File: src/rtl/spi_frame_sequencer.sv
// SPI command sequencer: decodes chip-select framed byte streams into pixel writes,
// dither start and status reads. Optional FRAME_CHECKSUM_EN adds an XOR pixel checksum.
module spi_frame_sequencer #(
    parameter int         ADDR_W    = 14,
    parameter int         FB_DEPTH  = 16384,
    parameter logic [7:0] OP_WRITE  = 8'hA1,
    parameter logic [7:0] OP_START  = 8'hB2,
    parameter logic [7:0] OP_STATUS = 8'hC3
) (
    input  logic              clk,
    input  logic              rst_n,
    input  logic              cs_active,
    input  logic [7:0]        rx_byte,
    input  logic              rx_valid,
    output logic              fb_wr_en,
    output logic [ADDR_W-1:0] fb_wr_addr,
    output logic [7:0]        fb_wr_data,
    output logic              dith_start,
    input  logic              dith_busy,
    input  logic              dith_done,
    output logic [7:0]        tx_byte,
    output logic              tx_load,
    output logic [7:0]        status
);

    // state     | meaning
    // S_IDLE    | chip-select inactive, waiting for it to rise
    // S_OPCODE  | waiting for the command byte
    // S_ADDR_HI | waiting for start address high byte
    // S_ADDR_LO | waiting for start address low byte
    // S_WRITE   | every byte is a pixel written at the running address
    // S_STATUS  | status byte returned, trailing bytes answered
    // S_DISCARD | ignore bytes until chip-select falls
    typedef enum logic [2:0] {
        S_IDLE, S_OPCODE, S_ADDR_HI, S_ADDR_LO, S_WRITE, S_STATUS, S_DISCARD
    } state_t;

    localparam logic [ADDR_W-1:0] LAST_ADDR = ADDR_W'(FB_DEPTH - 1);

    state_t            state_q, state_d;
    logic              cs_q, cs_d;
    logic [7:0]        addr_hi_q, addr_hi_d;
    logic [ADDR_W-1:0] addr_q, addr_d;
    logic              done_q, done_d;
    logic              err_opc_q, err_opc_d;
    logic              err_busy_q, err_busy_d;
    logic              wrap_q, wrap_d;
    logic              fb_wr_en_q, fb_wr_en_d;
    logic [ADDR_W-1:0] fb_wr_addr_q, fb_wr_addr_d;
    logic [7:0]        fb_wr_data_q, fb_wr_data_d;
    logic              dith_start_q, dith_start_d;
    logic [7:0]        tx_byte_q, tx_byte_d;
    logic              tx_load_q, tx_load_d;
    logic [ADDR_W-1:0] addr_start;
`ifdef FRAME_CHECKSUM_EN
    logic [7:0]        csum_q, csum_d;
    logic              csum_sent_q, csum_sent_d;
`endif

    assign status     = {dith_busy, done_q, err_opc_q, err_busy_q, wrap_q, 3'b000};
    assign addr_start = ADDR_W'({addr_hi_q, rx_byte});

    always_comb begin
        state_d      = state_q;
        cs_d         = cs_active;
        addr_hi_d    = addr_hi_q;
        addr_d       = addr_q;
        done_d       = done_q;
        err_opc_d    = err_opc_q;
        err_busy_d   = err_busy_q;
        wrap_d       = wrap_q;
        fb_wr_en_d   = 1'b0;
        fb_wr_addr_d = fb_wr_addr_q;
        fb_wr_data_d = fb_wr_data_q;
        dith_start_d = 1'b0;
        tx_byte_d    = tx_byte_q;
        tx_load_d    = 1'b0;
`ifdef FRAME_CHECKSUM_EN
        csum_d       = csum_q;
        csum_sent_d  = csum_sent_q;
`endif
        // Chip-select low ends any frame; a byte arriving on that cycle is dropped.
        if (!cs_active && state_q != S_IDLE) begin
            state_d = S_IDLE;
            if (state_q == S_STATUS) begin
                err_opc_d  = 1'b0;
                err_busy_d = 1'b0;
                wrap_d     = 1'b0;
            end
        end else begin
            case (state_q)
                S_IDLE: if (cs_active && !cs_q) state_d = S_OPCODE;
                S_OPCODE: if (rx_valid) begin
                    if (rx_byte == OP_WRITE) begin
                        if (dith_busy) begin
                            err_busy_d = 1'b1;
                            state_d    = S_DISCARD;
                        end else begin
                            state_d = S_ADDR_HI;
`ifdef FRAME_CHECKSUM_EN
                            csum_d  = 8'h00;
`endif
                        end
                    end else if (rx_byte == OP_START) begin
                        if (dith_busy) err_busy_d = 1'b1;
                        else begin
                            dith_start_d = 1'b1;
                            done_d       = 1'b0;
                        end
                        state_d = S_DISCARD;
                    end else if (rx_byte == OP_STATUS) begin
                        tx_byte_d = status;
                        tx_load_d = 1'b1;
                        state_d   = S_STATUS;
`ifdef FRAME_CHECKSUM_EN
                        csum_sent_d = 1'b0;
`endif
                    end else begin
                        err_opc_d = 1'b1;
                        state_d   = S_DISCARD;
                    end
                end
                S_ADDR_HI: if (rx_valid) begin
                    addr_hi_d = rx_byte;
                    state_d   = S_ADDR_LO;
                end
                S_ADDR_LO: if (rx_valid) begin
                    if (32'(addr_start) >= 32'(FB_DEPTH)) begin
                        addr_d = '0;
                        wrap_d = 1'b1;
                    end else begin
                        addr_d = addr_start;
                    end
                    state_d = S_WRITE;
                end
                S_WRITE: begin
                    if (dith_busy) begin
                        err_busy_d = 1'b1;
                        state_d    = S_DISCARD;
                    end else if (rx_valid) begin
                        fb_wr_en_d   = 1'b1;
                        fb_wr_addr_d = addr_q;
                        fb_wr_data_d = rx_byte;
`ifdef FRAME_CHECKSUM_EN
                        csum_d       = csum_q ^ rx_byte;
`endif
                        if (addr_q == LAST_ADDR) begin
                            addr_d = '0;
                            wrap_d = 1'b1;
                        end else begin
                            addr_d = addr_q + ADDR_W'(1);
                        end
                    end
                end
                S_STATUS: if (rx_valid) begin
                    tx_load_d = 1'b1;
`ifdef FRAME_CHECKSUM_EN
                    tx_byte_d   = csum_sent_q ? 8'h00 : csum_q;
                    csum_sent_d = 1'b1;
`else
                    tx_byte_d   = 8'h00;
`endif
                end
                default: ;
            endcase
        end
        // Completion wins over the clear done by a coincident start.
        if (dith_done) done_d = 1'b1;
    end

    always_ff @(posedge clk or negedge rst_n) begin
        if (!rst_n) begin
            state_q      <= S_IDLE;
            cs_q         <= 1'b0;
            addr_hi_q    <= '0;
            addr_q       <= '0;
            done_q       <= 1'b0;
            err_opc_q    <= 1'b0;
            err_busy_q   <= 1'b0;
            wrap_q       <= 1'b0;
            fb_wr_en_q   <= 1'b0;
            fb_wr_addr_q <= '0;
            fb_wr_data_q <= '0;
            dith_start_q <= 1'b0;
            tx_byte_q    <= '0;
            tx_load_q    <= 1'b0;
`ifdef FRAME_CHECKSUM_EN
            csum_q       <= '0;
            csum_sent_q  <= 1'b0;
`endif
        end else begin
            state_q      <= state_d;
            cs_q         <= cs_d;
            addr_hi_q    <= addr_hi_d;
            addr_q       <= addr_d;
            done_q       <= done_d;
            err_opc_q    <= err_opc_d;
            err_busy_q   <= err_busy_d;
            wrap_q       <= wrap_d;
            fb_wr_en_q   <= fb_wr_en_d;
            fb_wr_addr_q <= fb_wr_addr_d;
            fb_wr_data_q <= fb_wr_data_d;
            dith_start_q <= dith_start_d;
            tx_byte_q    <= tx_byte_d;
            tx_load_q    <= tx_load_d;
`ifdef FRAME_CHECKSUM_EN
            csum_q       <= csum_d;
            csum_sent_q  <= csum_sent_d;
`endif
        end
    end

    assign fb_wr_en   = fb_wr_en_q;
    assign fb_wr_addr = fb_wr_addr_q;
    assign fb_wr_data = fb_wr_data_q;
    assign dith_start = dith_start_q;
    assign tx_byte    = tx_byte_q;
    assign tx_load    = tx_load_q;

endmodule

File: config.mk
export PLATFORM = sky130hd
export DESIGN_NAME = spi_frame_sequencer
export DESIGN_NICKNAME = d
export VERILOG_FILES = /design/src/rtl/spi_frame_sequencer.sv
export SDC_FILE = /design/constraint.sdc
export NUM_CORES = 1
export LEC_CHECK = 0
export ABC_AREA = 1
export ABC_CLOCK_PERIOD_IN_PS = 1900
export CORE_UTILIZATION = 50
export DETAILED_ROUTE_END_ITERATION = 6
export GPL_ROUTABILITY_DRIVEN = 0
export GPL_TIMING_DRIVEN = 0
export PLACE_DENSITY = 0.77
export RECOVER_POWER = 100
export SYNTH_ARGS = -nofsm -noshare
export SYNTH_HDL_FRONTEND = slang
export SYNTH_SLANG_ARGS = --single-unit
export TNS_END_PERCENT = 100
File: constraint.sdc
create_clock -name clk -period 1.9 [get_ports clk]
set_input_delay 0.285 -clock clk [delete_from_list [all_inputs] [get_ports clk]]
set_output_delay 0.285 -clock clk [all_outputs]
set_load 0.1 [all_outputs]
==> flow_summary.toml <==
[run]
drv_cap = 0

[route]
drc = 0
route.antenna.remaining_nets = 0
drt_iter0_drc = 152
avgRoutedWirePerCell_um = 13.4
vias = 2740
routed_wl_mm = 7.13
dr.pass1.iters = 7
vias_per_cell = 5.13

[clock_network]
clk_latency_ps = 340
cts_tree = "done"
numCtsBuffers = 9
cts_buffer_depth = 2
clock-sinks = 58
htree_num_levels = 3
clk_pin_slew_ps = 60
root_buffer = "clkbuf_8"

[sta]
clock.fmax_mhz = 540
rsz0062_at_grt = "no"
hold_violations = 0
tightest_slew_ps = 1190
finalCriticalPeriod_ps = 1850
slew_violations = 0
fin_crit_sh_pct = 97.5
layout_setup_ws_ps = 47.8
setup_viol = 0
slew_headroom_pct = 21.2
skew_ps = 8.47

[global_route]
grt_pass1_wl_mm = 11.7
gr-usage-all-layers_pct = 24.0
grt-ovfl-total = 0
grt_max_degree = 36
antenna_found_initial = 0
grt_pass1_vias = 2547

[final_layout]
n_antenna_cell = 0
mostFrequentLayoutCells = "85 x nand2_1, 65 x nor2_1, 58 x dfrtp_1"
drive_above_1_share_pct = 13.7
syn2layout_area_growth_pct = 20.8
final_nets = 470
final_common_cell = "nand2_1"

[synthesis]
ys_types = 30
yosysWarnings = 0
yosysSeqAreaShare_pct = 47.4
synth_area_mm2 = 0.00306
ys_seq_elements = 58
avgSynthCellArea_um2 = 7.90
synth_cells = 388

[placement]
dpl.hpwl_mm = 5.06
place_ws_ps = -206
portBuffers = 47

[floorplan]
core_area_mm2 = 0.00592
initial_core_util_pct = 51.8
rows = 28
die_w_um = 80.3
pin_count = 55
die_y_um = 80.3
die-area_mm2 = 0.00645

[worst_setup_path]
required_ps = 1620
arrival_ps = 1570
critical_path.cell_chain = "clkbuf_1"
critical_path_buf_inv_count = 1
slowest_stage = "clkbuf_1"
cp_max_fo = 2
cp-start-kind = "flip-flop"
critPathKind = "flip-flop to primary output"
path_delay_family = "buffers and inverters"
end_kind = "primary output"
slowest_delay_ps = 880

[hold_path]
hp-class = "input port to flip-flop"

[outcome]
outcome = "finished clean"
==> logic make-up after synthesis <==
logic type | synth area share (%)
other | 0.122
AND/OR/NAND/NOR | 28.3
AO/OA/AOI/OAI | 13.1
adder cells (fa/ha/maj) | 0.408
flip-flops | 47.4
buffers and inverters | 9.64
XOR/XNOR | 1.14
==> worst paths after layout <==
check,from,endpoint,slack (ps),depth (start not counted)
hold reg to reg,tx_byte[7],tx_byte[7],480,2
min in group asynchronous,rst_n,fb_wr_addr[11],470,2
setup reg to reg,state_q[1],addr_q[6],140,7
hold / removal,dith_busy,tx_byte[7],290,3
max in group asynchronous,rst_n,state_q[0],480,3
setup / recovery,tx_byte[7],tx_byte[7],50,1
==> final cells by class <==
cell class | instances | area (um^2)
Timing Repair Buffer | 51 | 327
Fill cell | 552 | 2220
Multi-Input combinational cell | 277 | 1320
Tap cell | 75 | 93.8
Inverter | 36 | 138
Clock buffer | 14 | 193
Sequential cell | 58 | 1450
Clock inverter | 1 | 30.0
Buffer | 22 | 148
==> per-layer routing <==
metal  vias to the layer above  routed length, um  GRT usage, %
met4                         0                108          9.46
met3                        14                461          6.48
li1                       1368                  -             -
met5                         -                  0             0
met2                       110               3300          37.3
met1                      1248               3260          31.9
==> Yosys cell counts <==
cell type	instances	area share, %
nor3b_1	2	0.49
o21a_1	1	0.25
dfrtp_1	58	47
inv_1	33	4.0
buf_4	13	3.2
ha_1	1	0.41
and3_1	1	0.20
nand2_2	3	0.61
xor2_1	4	1.1
nor2_1	65	8.0
conb_1	1	0.12
nor3_4	1	0.53
nand3b_1	2	0.49
nand3_1	23	3.8
inv_2	3	0.37
o21ai_0	22	3.6
buf_6	3	1.1
or2_1	1	0.20
nor2_4	1	0.37
a21oi_2	14	4.0
buf_2	5	0.82
o21ai_1	4	0.65
clkbuf_1	1	0.12
a21o_1	1	0.25
a21oi_1	22	3.6
nand2_4	2	0.73
a22oi_1	3	0.73
nand2_1	85	10
nor3_1	4	0.65
nand4_1	9	1.8
==> flip-flops by register name (all words and copies together) (netlist names) <==
name	count
fb_wr_addr	14
err_opc_q	1
fb_wr_en	1
tx_load	1
tx_byte	5
addr_q	14
cs_q	1
done_q	1
state_q	3
addr_hi_q	6
fb_wr_data	8
dith_start	1
err_busy_q	1
wrap_q	1
==> stage by stage <==
step | cell area (um^2) | utilization (%) | std cells | hold slack, ps | TNS [ps]
floorplan | 3080 | - | 393 | -10.6 | 0
global placement | 3650 | 61.6 | 515 | 467 | -76830
detailed placement | 3660 | 61.9 | 516 | 313 | -3870
CTS | 3860 | 65.2 | 532 | 286 | 0
global route | 3700 | 62.5 | 534 | 288 | 0
finish | 3700 | 62.5 | 534 | 289 | 0
==> timing repair <==
action,CTS,global route
gates resized for setup,41,1
pin swaps,0,1
setup buffers,0,2
hold buffers,1,0
endpoints found under the hold margin,23,0
endpoints found under the setup margin,34,14
Power is not shown: default switching activity piles up to over one toggle a cycle in this logic, so the estimate is an artifact.
